[src/rtl/feistel_round_engine.sv]
// Iterative Feistel round engine: one round per clock, with the f-function supplied
// externally through the f_* ports. Produces the pre-output block {R_final, L_final}.
module feistel_round_engine #(
  parameter int W      = 32,
  parameter int ROUNDS = 16
) (
  input  logic           clk,
  input  logic           rst,
  input  logic           in_valid,
  output logic           in_ready,
  input  logic [W-1:0]   L_in,
  input  logic [W-1:0]   R_in,
  input  logic           decrypt,
  output logic [W-1:0]   f_R,
  output logic [3:0]     f_round,
  input  logic [W-1:0]   f_out,
  output logic           out_valid,
  input  logic           out_ready,
  output logic [2*W-1:0] out,
  output logic           busy
);

  localparam int            RW   = $clog2(ROUNDS);
  localparam logic [RW-1:0] LAST = RW'(ROUNDS - 1);

  // state  | meaning
  // S_IDLE | waiting for a block, in_ready high
  // S_RUN  | one Feistel round per clock, f_out consumed
  // S_DONE | result presented on out until out_ready
  typedef enum logic [1:0] {S_IDLE, S_RUN, S_DONE} state_t;

  state_t        r_state;
  logic [W-1:0]  r_L;
  logic [W-1:0]  r_R;
  logic [RW-1:0] r_round;
  logic          r_dec;
  logic          r_in_ready;
  logic          r_out_valid;
  logic          r_busy;
  logic [RW-1:0] w_idx;

  always_ff @(posedge clk or posedge rst) begin
    if (rst) begin
      r_state     <= S_IDLE;
      r_L         <= '0;
      r_R         <= '0;
      r_round     <= '0;
      r_dec       <= 1'b0;
      r_in_ready  <= 1'b1;
      r_out_valid <= 1'b0;
      r_busy      <= 1'b0;
    end else begin
      case (r_state)
        S_IDLE: begin
          if (in_valid) begin
            r_L        <= L_in;
            r_R        <= R_in;
            r_round    <= '0;
            r_dec      <= decrypt;
            r_in_ready <= 1'b0;
            r_busy     <= 1'b1;
            r_state    <= S_RUN;
          end
        end
        S_RUN: begin
          r_L <= r_R;
          r_R <= r_L ^ f_out;
          // The counter parks on the last index so it can never wrap.
          if (r_round == LAST) begin
            r_out_valid <= 1'b1;
            r_state     <= S_DONE;
          end else begin
            r_round <= r_round + 1'b1;
          end
        end
        S_DONE: begin
          if (out_ready) begin
            r_out_valid <= 1'b0;
            r_busy      <= 1'b0;
            r_in_ready  <= 1'b1;
            r_state     <= S_IDLE;
          end
        end
        default: r_state <= S_IDLE;
      endcase
    end
  end

  assign w_idx     = r_dec ? (LAST - r_round) : r_round;
  assign f_round   = 4'(w_idx);
  assign f_R       = r_R;
  assign in_ready  = r_in_ready;
  assign out_valid = r_out_valid;
  assign busy      = r_busy;
  // Final swap is undone by presenting R before L.
  assign out       = r_out_valid ? {r_R, r_L} : '0;

endmodule

[config.mk]
export PLATFORM = sky130hd
export DESIGN_NAME = feistel_round_engine
export DESIGN_NICKNAME = d
export VERILOG_FILES = /design/src/rtl/feistel_round_engine.sv
export SDC_FILE = /design/constraint.sdc
export NUM_CORES = 1
export LEC_CHECK = 0
export BUFFER_PORTS_ARGS = -buffer_cell sky130_fd_sc_hd__buf_2
export CORE_MARGIN = 8
export CORE_UTILIZATION = 52
export DETAILED_ROUTE_END_ITERATION = 6
export GPL_ROUTABILITY_DRIVEN = 0
export PLACE_DENSITY = 0.87
export SLEW_MARGIN = 25
export SYNTH_ARGS = -nofsm -noshare
export SYNTH_HDL_FRONTEND = slang
export SYNTH_SLANG_ARGS = --single-unit
[constraint.sdc]
create_clock -name clk -period 5.57 [get_ports clk]
set_input_delay 0.2785 -clock clk [delete_from_list [all_inputs] [get_ports clk]]
set_output_delay 0.2785 -clock clk [all_outputs]
set_load 0.02 [all_outputs]
==> results.ini <==
[clock_tree]
cts_made_buffers = 9
cts_tree = built
post_cts_resized = 0
clock_sinks = 74
root_buffer = clkbuf_8
clk_latency_ps = 350
cts_setup_buffers = 0
path_clk_slew_ps = 80
htreeDepth = 3
clockBufferDepth = 2
hold_buffers = 0

[synthesis]
synthCells = 504
yosysSeqAreaShare = 0.4040
synth_nets = 606
synth_top_area_frac = 0.3983
yosysTopAreaCell = dfrtp_1
synth-edff-count = 0
avgSynthCellArea_sq_um = 9.101
postSynth.asyncResetShare = 1.000
synth_area_leaders = dfrtp_1, and2_1, a22oi_1
synth_cell_type_count = 36
ys.flop_type = dfrtp_1
syn_area_sq_um = 4587
synth_commonest_cells = dfrtp_1, and2_1, a21oi_1
ys_ff_latch = 74
synth.most_common_cell = dfrtp_1
synth_warnings = 0

[detailed_routing]
viasPerCell = 5.538
postRouteAntennaNets = 0
wl_met3_um = 1047
highest-signal-layer = met4
finalWirelength_um = 14030
met1_length_um = 5551
drt-pass1-iter-count = 5
wl_per_cell_um = 17.65
vias = 4403
wl_met2_um = 7196
dr.first_iter.drc_count = 277
drc = 0

[worst_setup_path]
required_ps = 5290
slowest_delay_ps = 640
cp_max_fo = 48
crit_path_top_delay_cell = dfrtp_1
cp-start-kind = flop
crit_type = reg2out
path_cells = buf_4 -> and2_1 -> buf_2
endpoint_kind = output port
worst-path-buf-inv = 2
crit_family = flip-flops
arrival_ps = 1830

[global_route]
grt_antenna_before_repair = 1
grt_max_degree = 86
grt_usage = 0.2222
grt_first_pass_wirelength_um = 21750
overflow = 0
grt_pass1_vias = 4526

[timing]
finalHoldViolCount = 0
final.setup.tns_ps = 0
setup_ws_ps = 3466
timing.slew.headroom = 0.4377
rsz0062_at_grt = false
finalSetupViolations = 0
drv_slew = 0
finalCritPeriodShare = 0.3778
finalCriticalPeriod_ps = 2104
fin_skew_ps = 13.20
tightestPinTransition_ps = 843.5
fmax_ghz = 0.4752

[layout]
multi_input_comb_area_sq_um = 2436
area_growth_pct = 26.70
drive_gt1_frac = 0.3440
final_core_util = 0.6730
seq_area_sq_um = 1856
nFillCells = 747
final_nets = 783

[pwr]
p_per_area_nw_per_um2 = 632.4
p_leak_uw = 0.003011
ir_drop_uv = 383.0

[floorplanning]
num_rows = 34
die_h_um = 109.9
start_util = 0.5312
ios = 204
die_x_um = 109.9
die-area_sq_um = 12080
core_sq_um = 8636

[place]
dp_hpwl_um = 9548
dp_slack_ps = 3026
port_buffers = 203

[run]
maxCapViolations = 0

[min_path]
hold_path.class = in2async

[outcome]
status = finished, final reports clean

-- worst min-delay path, delay by kind of cell --
kind / cells / cell delay, ps
buffers and inverters: 3 / 630
-- logic make-up (layout without fill, tap and decap cells) --
logic type / count (synthesis) / in the layout / share of synthesized area
xor gates and xnor gates: 37 / 37 / 0.07065
AOI/OAI and AO/OA: 186 / 186 / 0.2387
buffers and inverters: 49 / 231 / 0.06601
adders and majority gates: 1 / 1 / 0.002727
and+or+nand+nor: 155 / 155 / 0.2133
other: 0 / 1 / 0
DFF: 74 / 74 / 0.4040
muxes: 2 / 2 / 0.004637
-- layout make-up --
cell class,instances,area share
Clock inverter,5,0.01722
Multi-Input combinational cell,381,0.4192
Inverter,5,0.003229
Timing Repair Buffer,210,0.1914
Antenna cell,1,0.0004306
Sequential cell,74,0.3193
Clock buffer,11,0.02605
Tap cell,108,0.02325
-- registers in the layout, indices dropped and copies added, names as in the netlist --
name and flops:
f_R 32, r_dec 1, r_L 32, busy 1
r_state 2, out_valid 1, r_round 4, in_ready 1
-- routing by layer --
layer	vias to the layer above	GRT usage
li1	2090	-
met1	2121	0.2568
met2	172	0.3900
met3	20	0.04807
met4	0	0.08872
met5	-	0
-- cells in the final DEF, fill, tap and decap left out, types with 2 or more instances in the layout --
master     synthesis  routed
buf_16             0       2
buf_2              5     203
inv_1              5       4
buf_4              4       4
dfrtp_2            0       2
o21ai_1           53      53
dfrtp_1           73      71
clkinv_2           0       2
xor2_1            36      36
nand2_1           20      20
nor2b_4            2       3
and3b_1           11      11
o22ai_1            2       2
nor2b_1           34      34
o21ai_0           13      13
nand3_1            3       3
a21oi_1           59      59
and2_1            64      64
and2b_1           15      15
bufinv_16          0       3
clkbuf_8           0      11
a22oi_1           53      53
-- where the power goes --
group,switching [uW],leakage (uW),internal [uW]
clock,205,0.000129,321
sequential,316,0.000874,828
combinational,1190,0.00201,811
total,1720,0.00301,1960
-- path summary, 6_finish.rpt --
check,start,slack [ps],to,cells after the start
max,out_valid,3470,out[0],3
min,rst,70,r_L[2],3
max reg2reg,r_state[0],3590,r_round[1],4
min reg2reg,in_ready,490,in_ready,2
max in group asynchronous,rst,4940,r_state[0],3
min in group clk,decrypt,180,r_dec,2
-- stage by stage --
step / area [sq um] / instances / power (uW) / hold WS [ps]
6_report: 5812 / 795 / 3675 / 69.31
5_1_grt: 5812 / 795 / 3937 / 144.3
4_1_cts: 5778 / 793 / 3681 / 166.4
3_5_place_dp: 5527 / 777 / 3147 / 482.0
3_3_place_gp: 5499 / 776 / 3019 / 465.7
2_1_floorplan: 4587 / 504 / 2558 / 430.1
(Power assumes the default switching activity.)
